--- config.mk ---
export PLATFORM = sky130hd
export DESIGN_NAME = m1_portb_rd_sched_flat
export DESIGN_NICKNAME = d
export VERILOG_FILES = /design/src/rtl/m1_sched_pkg.sv /design/src/rtl/m1_portb_rd_sched_if.sv /design/src/rtl/m1_rr_pick.sv /design/src/rtl/m1_portb_rd_sched.sv /design/src/flat_wrapper.sv
export SDC_FILE = /design/constraint.sdc
export NUM_CORES = 1
export LEC_CHECK = 0
export ABC_AREA = 1
export CORE_UTILIZATION = 45
export CTS_CLUSTER_SIZE = 12
export DETAILED_ROUTE_END_ITERATION = 16
export DONT_BUFFER_PORTS = 1
export HOLD_SLACK_MARGIN = 0.02
export PLACE_DENSITY = 0.58
export SLEW_MARGIN = 15
export SYNTH_ARGS = -nofsm -noshare
export SYNTH_HDL_FRONTEND = slang
export SYNTH_SLANG_ARGS = --single-unit
--- constraint.sdc ---
create_clock -name Clk -period 2.2 [get_ports Clk]
set_input_delay 0.33 -clock Clk [delete_from_list [all_inputs] [get_ports Clk]]
set_output_delay 0.33 -clock Clk [all_outputs]
set_load 0.03 [all_outputs]
--- src/rtl/m1_sched_pkg.sv ---
// Shared constants, FSM state type and helpers for the m1 port-B read scheduler.
package m1_sched_pkg;
  localparam int c_num_req    = 4;
  localparam int c_addr_width = 6;
  localparam int c_data_width = 16;
  localparam int c_len_width  = 4;

  typedef enum logic {IDLE = 1'b0, BURST = 1'b1} t_state;

  // Highest set bit wins; callers only ever pass one-hot or zero.
  function automatic logic [2:0] onehot_to_idx(input logic [7:0] oh);
    logic [2:0] idx;
    idx = '0;
    for (int i = 0; i < 8; i++)
      if (oh[i]) idx = 3'(i);
    return idx;
  endfunction
endpackage

--- src/rtl/m1_portb_rd_sched_if.sv ---
// Requester and RAM-pin bundle for the port-B read scheduler.
interface m1_portb_rd_sched_if
  import m1_sched_pkg::*;
#(
  parameter int g_num_req    = c_num_req,
  parameter int g_addr_width = c_addr_width,
  parameter int g_data_width = c_data_width,
  parameter int g_len_width  = c_len_width
);
  logic [g_num_req-1:0]              req_i;
  logic [g_num_req*g_addr_width-1:0] adr_i;
  logic [g_num_req*g_len_width-1:0]  len_i;
  logic [g_num_req-1:0]              gnt_o;
  logic                              busy_o;
  logic [g_num_req-1:0]              rd_valid_o;
  logic                              rd_last_o;
  logic [g_data_width-1:0]           rd_dat_o;
  logic [g_addr_width-1:0]           ram_adr_o;
  logic                              ram_rd_o;
  logic [g_data_width-1:0]           ram_dat_i;

  modport slave (
    input  req_i, adr_i, len_i, ram_dat_i,
    output gnt_o, busy_o, rd_valid_o, rd_last_o, rd_dat_o, ram_adr_o, ram_rd_o
  );
  modport master (
    output req_i, adr_i, len_i, ram_dat_i,
    input  gnt_o, busy_o, rd_valid_o, rd_last_o, rd_dat_o, ram_adr_o, ram_rd_o
  );
endinterface

--- src/rtl/m1_rr_pick.sv ---
// Combinational round-robin pick: first request strictly after i_last, wrapping.
module m1_rr_pick
  import m1_sched_pkg::*;
#(
  parameter int g_num_req = c_num_req,
  localparam int IW = (g_num_req > 1) ? $clog2(g_num_req) : 1
) (
  input  logic [g_num_req-1:0] i_req,
  input  logic [IW-1:0]        i_last,
  output logic [g_num_req-1:0] o_gnt,
  output logic [IW-1:0]        o_idx,
  output logic                 o_any
);
  logic [IW:0]          w_j;
  logic [IW-1:0]        w_jx;
  logic                 w_found;
  logic [g_num_req-1:0] w_gnt;
  logic [2:0]           w_idx3;

  always_comb begin
    w_gnt   = '0;
    w_found = 1'b0;
    w_j     = '0;
    w_jx    = '0;
    for (int i = 1; i <= g_num_req; i++) begin
      w_j = {1'b0, i_last} + (IW+1)'(i);
      if (w_j >= (IW+1)'(g_num_req)) w_j = w_j - (IW+1)'(g_num_req);
      w_jx = w_j[IW-1:0];
      if (!w_found && i_req[w_jx]) begin
        w_gnt[w_jx] = 1'b1;
        w_found     = 1'b1;
      end
    end
  end

  assign w_idx3 = onehot_to_idx(8'(w_gnt));
  assign o_gnt  = w_gnt;
  assign o_idx  = w_idx3[IW-1:0];
  assign o_any  = |i_req;
endmodule

--- src/rtl/m1_portb_rd_sched.sv ---
// Round-robin burst read scheduler for m1 port B with a 2-stage return pipeline.
module m1_portb_rd_sched
  import m1_sched_pkg::*;
#(
  parameter int g_num_req    = c_num_req,
  parameter int g_addr_width = c_addr_width,
  parameter int g_data_width = c_data_width,
  parameter int g_len_width  = c_len_width
) (
  input logic               Clk,
  input logic               rst_n,
  m1_portb_rd_sched_if.slave bus
);
  localparam int IW = (g_num_req > 1) ? $clog2(g_num_req) : 1;

  t_state                  r_state, w_state_nxt;
  logic [IW-1:0]           r_ptr, w_ptr_nxt, w_pick_idx;
  logic [g_num_req-1:0]    r_gnt, w_gnt_nxt, w_pick_gnt;
  logic                    w_pick_any;
  logic [g_addr_width-1:0] r_adr, w_adr_nxt;
  logic [g_len_width-1:0]  r_cnt, w_cnt_nxt;
  logic                    r_rd, w_rd_nxt;
  logic [g_addr_width-1:0] w_adr_arr [g_num_req];
  logic [g_len_width-1:0]  w_len_arr [g_num_req];

  logic                    r_p1_vld, r_p1_last;
  logic [IW-1:0]           r_p1_own;
  logic [g_num_req-1:0]    r_rd_valid;
  logic                    r_rd_last;
  logic [g_data_width-1:0] r_rd_dat;

  for (genvar k = 0; k < g_num_req; k++) begin : g_unpack
    assign w_adr_arr[k] = bus.adr_i[k*g_addr_width +: g_addr_width];
    assign w_len_arr[k] = bus.len_i[k*g_len_width +: g_len_width];
  end

  m1_rr_pick #(.g_num_req(g_num_req)) u_pick (
    .i_req  (bus.req_i),
    .i_last (r_ptr),
    .o_gnt  (w_pick_gnt),
    .o_idx  (w_pick_idx),
    .o_any  (w_pick_any)
  );

  // Next-state values for every registered output; nothing reads in IDLE.
  always_comb begin
    w_state_nxt = r_state;
    w_ptr_nxt   = r_ptr;
    w_gnt_nxt   = '0;
    w_adr_nxt   = r_adr;
    w_cnt_nxt   = r_cnt;
    w_rd_nxt    = 1'b0;
    case (r_state)
      IDLE: if (w_pick_any) begin
        w_state_nxt = BURST;
        w_ptr_nxt   = w_pick_idx;
        w_gnt_nxt   = w_pick_gnt;
        w_adr_nxt   = w_adr_arr[w_pick_idx];
        w_cnt_nxt   = w_len_arr[w_pick_idx];
        w_rd_nxt    = 1'b1;
      end
      BURST: if (r_cnt == '0) begin
        w_state_nxt = IDLE;
      end else begin
        w_adr_nxt = r_adr + g_addr_width'(1);
        w_cnt_nxt = r_cnt - g_len_width'(1);
        w_rd_nxt  = 1'b1;
      end
      default: w_state_nxt = IDLE;
    endcase
  end

  always_ff @(posedge Clk) begin
    if (!rst_n) begin
      r_state    <= IDLE;
      r_ptr      <= IW'(g_num_req - 1);
      r_gnt      <= '0;
      r_adr      <= '0;
      r_cnt      <= '0;
      r_rd       <= 1'b0;
      r_p1_vld   <= 1'b0;
      r_p1_last  <= 1'b0;
      r_p1_own   <= '0;
      r_rd_valid <= '0;
      r_rd_last  <= 1'b0;
      r_rd_dat   <= '0;
    end else begin
      r_state    <= w_state_nxt;
      r_ptr      <= w_ptr_nxt;
      r_gnt      <= w_gnt_nxt;
      r_adr      <= w_adr_nxt;
      r_cnt      <= w_cnt_nxt;
      r_rd       <= w_rd_nxt;
      // Owner and last flag travel with the read; RAM data lands a cycle later.
      r_p1_vld   <= r_rd;
      r_p1_last  <= r_rd && (r_cnt == '0);
      r_p1_own   <= r_ptr;
      r_rd_valid <= r_p1_vld ? (g_num_req'(1) << r_p1_own) : '0;
      r_rd_last  <= r_p1_vld && r_p1_last;
      if (r_p1_vld) r_rd_dat <= bus.ram_dat_i;
    end
  end

  assign bus.gnt_o      = r_gnt;
  assign bus.busy_o     = (r_state == BURST);
  assign bus.ram_rd_o   = r_rd;
  assign bus.ram_adr_o  = r_adr;
  assign bus.rd_valid_o = r_rd_valid;
  assign bus.rd_last_o  = r_rd_last;
  assign bus.rd_dat_o   = r_rd_dat;
endmodule
--- src/flat_wrapper.sv ---
// flat-port wrapper written by rule: the top's interface ports become plain ports
module m1_portb_rd_sched_flat import m1_sched_pkg::*;
#(
  parameter int g_num_req    = c_num_req,
  parameter int g_addr_width = c_addr_width,
  parameter int g_data_width = c_data_width,
  parameter int g_len_width  = c_len_width
)
  (Clk, rst_n, bus_req_i, bus_adr_i, bus_len_i, bus_ram_dat_i, bus_gnt_o, bus_busy_o, bus_rd_valid_o, bus_rd_last_o, bus_rd_dat_o, bus_ram_adr_o, bus_ram_rd_o);
  m1_portb_rd_sched_if #(.g_num_req(g_num_req), .g_addr_width(g_addr_width), .g_data_width(g_data_width), .g_len_width(g_len_width)) bus_i ();
  input logic Clk;
  input logic rst_n;
  input wire logic [$bits(bus_i.req_i)-1:0] bus_req_i;
  input wire logic [$bits(bus_i.adr_i)-1:0] bus_adr_i;
  input wire logic [$bits(bus_i.len_i)-1:0] bus_len_i;
  input wire logic [$bits(bus_i.ram_dat_i)-1:0] bus_ram_dat_i;
  output wire logic [$bits(bus_i.gnt_o)-1:0] bus_gnt_o;
  output wire logic [$bits(bus_i.busy_o)-1:0] bus_busy_o;
  output wire logic [$bits(bus_i.rd_valid_o)-1:0] bus_rd_valid_o;
  output wire logic [$bits(bus_i.rd_last_o)-1:0] bus_rd_last_o;
  output wire logic [$bits(bus_i.rd_dat_o)-1:0] bus_rd_dat_o;
  output wire logic [$bits(bus_i.ram_adr_o)-1:0] bus_ram_adr_o;
  output wire logic [$bits(bus_i.ram_rd_o)-1:0] bus_ram_rd_o;
  assign bus_i.req_i = bus_req_i;
  assign bus_i.adr_i = bus_adr_i;
  assign bus_i.len_i = bus_len_i;
  assign bus_i.ram_dat_i = bus_ram_dat_i;
  assign bus_gnt_o = bus_i.gnt_o;
  assign bus_busy_o = bus_i.busy_o;
  assign bus_rd_valid_o = bus_i.rd_valid_o;
  assign bus_rd_last_o = bus_i.rd_last_o;
  assign bus_rd_dat_o = bus_i.rd_dat_o;
  assign bus_ram_adr_o = bus_i.ram_adr_o;
  assign bus_ram_rd_o = bus_i.ram_rd_o;
  m1_portb_rd_sched #(.g_num_req(g_num_req), .g_addr_width(g_addr_width), .g_data_width(g_data_width), .g_len_width(g_len_width)) u_core (.Clk(Clk), .rst_n(rst_n), .bus(bus_i));
endmodule
**After elaboration in Yosys (flattened, before gate mapping)**

Index checks and enable logic that the tools add are counted.

- Logic and storage cells: 107
- Flip-flop bits (word level): 42
- Output and inout bits: 33

- Mux-type cells: 45
- Add/subtract/negate cells: 10
- Eq/ne operators: 2
- Shift-type cells: 1
- Bitwise gates (word level): 7
- Reductions and logical operators: 18
- Magnitude comparators: 13

Operators by type and width:

| kind | number |
|---|---|
| 4-bit two-way mux | 8 |
| 6-bit two-way mux | 4 |
| 3-bit >= comparator, second input constant | 5 |
| 1-bit two-way mux | 14 |
| 6-bit binary-select mux with 2-bit select | 1 |
| 2-bit by 3-bit less-than comparator with 1-bit output, second input constant | 4 |
| 2-bit two-way mux | 6 |
| 4-bit OR | 3 |
| 6-bit one-hot mux with 2 select lines | 1 |
| 1-bit logical AND | 9 |
| 1-bit binary-select mux with 2-bit select | 4 |
| 4-bit binary-select mux with 2-bit select | 1 |
| 1-bit demux with 2-bit select | 4 |
| 2-bit by 1-bit >= comparator with 1-bit output, second input constant | 4 |
| 4-bit one-hot mux with 2 select lines | 1 |
| 2-bit by 1-bit subtractor with 2-bit output, second input constant | 4 |
| 2-bit by 2-bit adder with 3-bit output, second input constant | 2 |
| 6-bit by 1-bit adder with 6-bit output, second input constant | 1 |
| 2-bit AND reduction | 3 |
| 4-bit zero test | 1 |
| 2-bit != test, second input constant | 2 |
| 4-bit OR reduction | 1 |
| 1-bit by 2-bit left shift with 4-bit output, first input constant | 1 |
| 4-bit by 1-bit subtractor with 4-bit output, second input constant | 1 |
| 7 further kinds | 11 |

**Depth between registers and ports, before layout**

Gate-level depths: netlist of the first run.

- Depth in word-level cells: 24
- Gate-level depth with buffers: 20

**By module**

From an unflattened synthesis of the first run, not the netlist that was laid out.

- Cell total of the unflattened synthesis: 354
- Area, all modules: 2521.2 um2

By module, submodules not included:

| module | times used | cells each | area each (um2) |
|---|---|---|---|
| m1_portb_rd_sched | 1 | 276 | 2016.9 |
| m1_rr_pick | 1 | 78 | 504.2 |

**Worst setup path before layout of the first run**

Ideal clock, no wire load.

- Kind: register -> register
- Start point: register u_core.r_ptr[0]
- End point: register u_core.r_adr[4], in the netlist u_core.bus.ram_adr_o[4]
- Buffers on the path: 2
- Cell stages (with the launch flop): 21
- Arrival time: 2.151 ns
- Setup time: 0.113 ns
- Setup slack: -0.063 ns
- Period minus slack after synthesis: 2.263 ns
- Cell sequence: dfxtp_1 > buf_6 > inv_4 > ha_1 > inv_1 > nand3_2 > nand2_4 > inv_2 > nand2_1 > nand2_1 > inv_2 > nand2_2 > nor2_4 > nand2_4 > nand2_4 > buf_8 > nand2_2 > nand3_1 > nand3_1 > nand2_1 > nand2_1

- Word-level cells in the longest chain between the ends: 24
- Elaborated cells on any way between the ends: 69
- Those cells by class: 8 x add/sub; 12 x order compare; 35 x mux; 4 x bitwise; 10 x reduce/logical

Ends and longest elaborated chain:

| element | RTL line | source |
|---|---|---|
| start, declared | m1_portb_rd_sched.sv:17 | `logic [IW-1:0] r_ptr, w_ptr_nxt, w_pick_idx;` |
| start signal, assigned | m1_portb_rd_sched.sv:76 | `r_ptr <= IW'(g_num_req - 1);` |
| start signal, assigned | m1_portb_rd_sched.sv:89 | `r_ptr <= w_ptr_nxt;` |
| branches (longest 14 deep; another with 2-bit by 1-bit adder with 3-bit output) | n/a |  |
| 4-bit two-way mux * | m1_rr_pick.sv:29 | `if (!w_found && i_req[w_jx]) begin` |
| 1-bit two-way mux | m1_sched_pkg.sv:15 | `if (oh[i]) idx = 3'(i);` |
| 2-bit two-way mux | m1_sched_pkg.sv:15 |  |
| 2-bit two-way mux * | m1_sched_pkg.sv:15 |  |
| 2-bit inverter with 3-bit output (implied by the code) * | m1_portb_rd_sched.sv:58 | `w_adr_nxt = w_adr_arr[w_pick_idx];` |
| 6-bit binary-select mux with 2-bit select * | m1_portb_rd_sched.sv:58 |  |
| 6-bit two-way mux (implied by the code) * (2 in series) | m1_portb_rd_sched.sv:58 |  |
| 6-bit two-way mux * | m1_portb_rd_sched.sv:54 | `IDLE: if (w_pick_any) begin` |
| 6-bit one-hot mux with 2 select lines * | m1_portb_rd_sched.sv:53 | `case (r_state)` |
| end signal, assigned | m1_portb_rd_sched.sv:91 | `r_adr <= w_adr_nxt;` |
| end, declared | m1_portb_rd_sched.sv:20 | `logic [g_addr_width-1:0] r_adr, w_adr_nxt;` |

Every way passes the cells marked *. The select of a mux whose other input is x is not followed.
A chain may end at the register's enable or synchronous reset.

**Final worst setup path of the first run**

- Start point: register u_core.r_ptr[0]
- End point: register u_core.r_adr[5], in the netlist u_core.bus.ram_adr_o[5]

Same word-level chain as after synthesis.

==> flow_summary.json, run 1 <==
{
  "rsz0062_at_grt": "true",
  "drtAntennaViolNets": 0,
  "grt_pass1_wl_um": 9873,
  "synth_xor_area_share_pct": 1.709,
  "die_area_mm2": 0.006000,
  "p_seq_share_pct": 22.2,
  "yosys.area_share.simple_pct": 37.55,
  "synth_common_cells": "80 x nor2_1, 76 x nand2_1, 42 x dfxtp_1",
  "syn_inst": 378,
  "p_comb_share_pct": 69.0,
  "grt_pass1_vias": 2206,
  "yosys-mux-area-fraction_pct": 0,
  "p_switching_mw": 2.832,
  "synth_top_family_by_area": "simple AND/OR/NAND/NOR gates",
  "worstPathRequired_ns": 2.39,
  "ctsHtreeMaxLevel": 2,
  "hp-class": "in -> reg",
  "post-route-period-util_pct": 98.96,
  "start_util_pct": 46.53,
  "period_needed_ns": 2.177,
  "yosysMostFrequentCell": "nor2_1",
  "yosys_warnings": 0,
  "p_leak_nw": 1.423,
  "vdd_drop_max_mv": 1.284,
  "worstSetupPathType": "reg -> reg",
  "p_total_mw": 5.669,
  "pin_count": 95,
  "seqCellArea_um2": 843.3,
  "antenna_found_initial": 0,
  "worstPathArrival_ns": 2.37,
  "setup_viol": 0,
  "place_congestion": 0.9070,
  "syn_avg_cell_area_um2": 6.779,
  "area_growth_syn_to_layout_pct": 17.04,
  "netlist_area_mm2": 0.002562,
  "wl_per_cell_um": 13.33,
  "drc_errors": 0,
  "tightest_slew_ns": 0.4777,
  "n_fill_cell": 553,
  "synthAdderAreaFrac_pct": 5.371,
  "grtUsageTotal_pct": 20.31,
  "drive_gt1_share_pct": 24.62,
  "cts_tree": "yes",
  "fin_nets": 462,
  "clk_pin_slew_worst_paths_ns": 0.09,
  "regToRegStartpoint": "u_core.r_ptr[0]",
  "synth_seq_cells": 42,
  "via_per_inst": 5.087,
  "synth_cell_types": 36,
  "cts_buffer_depth": 2,
  "numCtsBuffers": 5,
  "hold_start": "rst_n",
  "multi_input_area_mm2": 0.001585,
  "pwr-share-clk_pct": 8.8,
  "synthTopCellsByArea": "dfxtp_1 33%, nor2_1 12%, nand2_1 11%",
  "worstPathMaxFanout": 6,
  "cp-end-kind": "flip-flop",
  "grt_max_degree": 29,
  "place_area_mm2": 0.002673,
  "hold_ws_ns": 0.1394,
  "yosys.area.top_type": "dfxtp_1",
  "hold_violations": 0,
  "diodes": 0,
  "fin_area_mm2": 0.002999,
  "dr.pass1.iters": 6,
  "crit_path_start_kind": "flip-flop",
  "wl_um": 6157,
  "route.vias.total": 2350,
  "synth-compound-area-share_pct": 12.50,
  "rows": 27,
  "die_h_um": 77.46,
  "maxCapViolations": 0,
  "whs_path_depth": 2,
  "cts.sinks": 42,
  "synth_ff_type": "dfxtp_1",
  "cellPowerDensity_mw_per_mm2": 1890,
  "dp_hpwl_um": 4473,
  "ys_seq_area_share_pct": 32.81,
  "drt_iter0_markers": 104,
  "cts-root-buf": "clkbuf_8",
  "synth_top_area_share_pct": 32.81,
  "maxSlewHeadroom_pct": 68.12,
  "swShare_pct": 49.97,
  "finClkSkew_ns": 0.005788,
  "synth-edff-count": 0,
  "fmax_mhz": 459.3,
  "grt_overflow_total": 0,
  "drv_slew": 0,
  "io_buffers": 0,
  "internal_power_mw": 2.836,
  "crit_start": "u_core.r_ptr[0]",
  "status": "complete, no violations",
  "ff2ff_path_depth": 18,
  "die-width_um": 77.46,
  "core_region_area_mm2": 0.005507,
  "clkLatencyLatePin_ns": 0.29,
  "synthArstFlopShare_pct": 0,
  "synthesis.nets": 451
}
==> layout make-up <==
| cell class | count | share of cell area [%] |
|---|---|---|
| sequential | 42 | 28.12 |
| tap | 72 | 3.004 |
| clock inverter | 3 | 0.7092 |
| timing repair buffer | 18 | 7.509 |
| inverter | 39 | 5.507 |
| clock buffer | 5 | 2.295 |
| multi-input combinational | 283 | 52.86 |
==> logic make-up (layout without fill, tap and decap cells) <==
kind of cell	after synthesis	count (layout)
adder cells (fa/ha/maj)	11	11
AND/OR/NAND/NOR	212	212
flip-flops	42	42
buffers and inverters	53	65
AO/OA/AOI/OAI	55	55
XOR/XNOR	5	5
==> layer usage <==
metal	vias to the layer above	global-route usage, %	wire length (um)
met2	56	34.51	2998
li1	1207	-	-
met3	7	4.353	242
met1	1080	25.74	2840
met5	-	0	0
met4	0	5.660	75
==> power by group through the flow <==
| stage | clock, mW | sequential [mW] | combinational, mW |
|---|---|---|---|
| final | 0.501 | 1.26 | 3.91 |
| after global routing | 0.563 | 1.28 | 4.34 |
| after CTS | 0.522 | 1.26 | 3.06 |
| after detailed placement | 0 | 1.27 | 3.04 |
| after global placement | 0 | 1.27 | 3.01 |
| after floorplan | 0 | 1.27 | 2.45 |
==> worst max-delay path, cell delays in order, from the launching register on <==
cell and delay (ns):
dfxtp_2 0.37, inv_4 0.04, ha_4 0.29, inv_4 0.04, nand3_4 0.07, nand2_4 0.09, inv_2 0.09, nand2_1 0.07
nand2_1 0.12, inv_2 0.06, nand3_4 0.13, clkinv_8 0.10, clkbuf_16 0.16, nor2_1 0.08, nor2_1 0.04, o21ai_1 0.07
nand3_1 0.10, nand2_1 0.09, nand2_1 0.05
==> repair_timing <==
action,in CTS,in global routing
hold buffers,0,0
setup buffers,0,3
endpoints found under the setup margin,0,10
gates resized for setup,0,46
==> metrics by stage <==
stage	cells	setup WS [ns]	TNS, ns	util (%)
floorplan	378	0.09441	0	-
global placement	449	0.08651	0	48.53
detailed placement	449	0.04333	0	48.53
CTS	457	0.01443	0	50.17
global route	462	-0.1295	-0.9840	54.46
finish	462	0.02285	0	54.46
==> path summary, 6_finish.rpt <==
check	to	slack (ns)
max reg2reg	u_core.bus.ram_adr_o[5]	0.02
max	u_core.bus.ram_adr_o[5]	0.02
min reg2reg	u_core.bus.rd_last_o	0.42
min	u_core.r_p1_own[1]	0.14
==> flip-flops by register name (all words and copies together) (netlist names), 2 cells and up <==
register               flops
u_core.bus.rd_dat_o       16
u_core.r_p1_own            2
u_core.bus.ram_adr_o       6
u_core.bus.rd_valid_o      4
u_core.bus.gnt_o           4
u_core.r_ptr               2
u_core.r_cnt               4
==> cell usage in the layout, fill, tap and decap left out, types with 2 or more instances in the layout <==
master,netlist,layout
o21ai_0,29,26
buf_6,5,4
buf_8,1,2
clkbuf_16,0,2
a21oi_1,8,7
nand3b_1,2,2
nor2_4,3,3
inv_2,3,5
nand3_4,1,2
buf_4,1,8
nand2_1,76,69
nand2_8,0,2
o21ai_1,4,3
xor2_1,4,4
clkbuf_8,0,5
o21ai_2,4,8
inv_1,32,30
nand3_2,3,6
nor2_1,80,73
nor2_2,5,12
buf_12,0,2
dfxtp_1,42,40
ha_1,11,10
nand2_2,10,15
nand2_4,4,4
clkinv_2,1,2
a21oi_2,5,6
dfxtp_2,0,2
inv_4,2,2
nor3_1,3,3
nand3_1,24,20
Power figures use the tool's default switching activity.
==> inputs of run 2 (changes only) <==
--- a/config.mk
+++ b/config.mk
@@ -12,7 +12,8 @@
 export DONT_BUFFER_PORTS = 1
 export HOLD_SLACK_MARGIN = 0.02
 export PLACE_DENSITY = 0.58
-export SLEW_MARGIN = 15
+export SETUP_SLACK_MARGIN = 0.15
+export SLEW_MARGIN = 20
 export SYNTH_ARGS = -nofsm -noshare
 export SYNTH_HDL_FRONTEND = slang
 export SYNTH_SLANG_ARGS = --single-unit
==> flow_summary.json, run 2 (synthesized netlist as in run 1, its figures left out) <==
{
  "p_leak_nw": 1.402,
  "cpMostUsedCell": "nand2_4",
  "grt_use_met3_pct": 4.941,
  "cellPowerDensity_mw_per_mm2": 1881,
  "grt_util_met1_pct": 25.54,
  "r2r_end": "u_core.r_cnt[1]",
  "drt_iter0_markers": 94,
  "cts_buffer_depth": 2,
  "cts.sinks": 42,
  "dr.pass1.iters": 4,
  "grtUsageTotal_pct": 20.01,
  "crit_start": "u_core.r_ptr[0]",
  "place_inst": 447,
  "pin_count": 95,
  "clkLatencyLatePin_ns": 0.30,
  "drtAntennaViolNets": 0,
  "post-route-period-util_pct": 95.79,
  "maxSlewHeadroom_pct": 69.65,
  "numCtsBuffers": 5,
  "met2_usage_pct": 33.63,
  "wl_um": 6000,
  "drc_errors": 0,
  "drv_slew": 0,
  "ctsHtreeMaxLevel": 2,
  "antenna_found_initial": 0,
  "vdd_drop_max_mv": 1.398,
  "slowest_delay_ns": 0.38,
  "drive_gt1_share_pct": 23.65,
  "maxCapViolations": 0,
  "status": "complete, no violations",
  "grt_pass1_wl_um": 9660,
  "hp-class": "in -> reg",
  "worstSetupPathType": "reg -> reg",
  "fmax_mhz": 474.5,
  "rows": 27,
  "crit_end": "u_core.r_cnt[1]",
  "largest_reg_flops": 16,
  "core_region_area_mm2": 0.005507,
  "worstPathMaxFanout": 7,
  "finClkSkew_ns": 0.01046,
  "start_util_pct": 46.53,
  "regToRegStartpoint": "u_core.r_ptr[0]",
  "worstPathRequired_ns": 2.40,
  "fin_setup_tns_ns": 0,
  "cp-end-kind": "flip-flop",
  "top_usage_layer": "met2",
  "die_area_mm2": 0.006000,
  "cts_tree": "yes",
  "crit_path_start_kind": "flip-flop",
  "rsz0062_at_grt": "true",
  "n_fill_cell": 545,
  "path_cells": "inv_8 -> ha_4 -> inv_4 -> nand3_2 -> nand2_4 -> nand2_2 -> nor2_4 -> nand2_2 -> clkinv_2 -> nor2_4 -> nand2_4 -> nand2_4 -> clkbuf_16 -> o21ai_4 -> nand3_1 -> nand2_1 -> nand2_1",
  "period_needed_ns": 2.107,
  "place_congestion": 0.8258,
  "p_total_mw": 5.560,
  "dp_hpwl_um": 4411,
  "fin_nets": 461,
  "layout_commonest_cell": "nor2_1",
  "diodes": 0,
  "grt_max_degree": 29,
  "route.vias.total": 2304,
  "io_buffers": 0,
  "ff2ff_path_depth": 17,
  "r2r_slack_ns": 0.09,
  "setup_viol": 0,
  "via_per_inst": 4.998,
  "layout_common_cells": "72 x nor2_1, 71 x nand2_1, 40 x dfxtp_1, 30 x inv_1, 26 x o21ai_0",
  "cts-root-buf": "clkbuf_8",
  "tightest_slew_ns": 0.4548,
  "clk_pin_slew_worst_paths_ns": 0.09,
  "worstPathArrival_ns": 2.31,
  "die-width_um": 77.46,
  "grt_pass1_vias": 2160,
  "die_h_um": 77.46,
  "area_growth_syn_to_layout_pct": 15.33,
  "cp_slowest_cell": "dfxtp_4",
  "wl_per_cell_um": 13.02,
  "hold_violations": 0,
  "grt_overflow_total": 0,
  "finalNonFillerCells": 461,
  "hold_buffers": 0
}
[run 2: changes by cell type in the layout (fill, tap and decap cells not counted), sizes merged]
cell	before	now
bufinv	0	1
clkinv	4	3
inv	37	38
clkinvlp	1	0
clkbuf	7	6
[run 2: through the flow]
step	hold slack, ns	instance area, um2	setup WS [ns]	util [%]
floorplan	0.3936	2585	0.1268	-
global placement	0.3979	2678	0.08490	48.63
detailed placement	0.3978	2678	0.06407	48.63
CTS	0.1302	2834	0.1056	51.47
global route	0.1323	2955	-0.03660	53.67
finish	0.1379	2955	0.09267	53.67
[run 2: cell type report]
type / instances / area, um2 / area share [%]
flip-flops and latches: 42 / 845.8 / 28.62
inverters: 39 / 163.9 / 5.546
repair buffers: 17 / 177.7 / 6.012
clock buffers: 5 / 68.82 / 2.329
clock inverters: 3 / 43.79 / 1.482
well taps: 72 / 90.09 / 3.048
multi-input cells: 283 / 1565 / 52.96
[run 2: how the worst min path moves through the flow]
stage,from,to,slack (ns),cells past startpoint
final,rst_n,u_core.r_p1_own[1],0.14,2
after CTS,rst_n,u_core.r_p1_own[1],0.13,2
after detailed placement,u_core.r_p1_last,u_core.bus.rd_last_o,0.40,2
after global routing,rst_n,u_core.r_p1_own[0],0.13,2
after floorplan,u_core.r_p1_last,u_core.bus.rd_last_o,0.39,2
after global placement,u_core.r_p1_last,u_core.bus.rd_last_o,0.40,2
[run 2: power by group]
part,internal (mW),total (mW),switching [mW],leakage [nW]
registers,0.936,1.25,0.315,0.346
logic,1.52,3.68,2.16,0.998
clock network,0.341,0.630,0.289,0.0585
[run 2: critical path: cells and delay by family (launching register included)]
kind	cells	cell delay, ns
fa+ha+maj	1	0.26
buf+inv	4	0.34
compound gates	1	0.11
simple gates	11	0.90
flops	1	0.38
[run 2: what timing repair did]
action / 4_1_cts / 5_1_grt
pin swaps: 9 / 15
setup buffers: 3 / 2
gates resized for setup: 7 / 23
gates cloned: 0 / 1
setup endpoints to repair: 10 / 10
[run 2: layer usage]
layer	vias to the layer above	wire length [um]
met5	-	0
met4	0	27
met3	2	236
met2	55	2865
met1	1043	2869
li1	1204	-
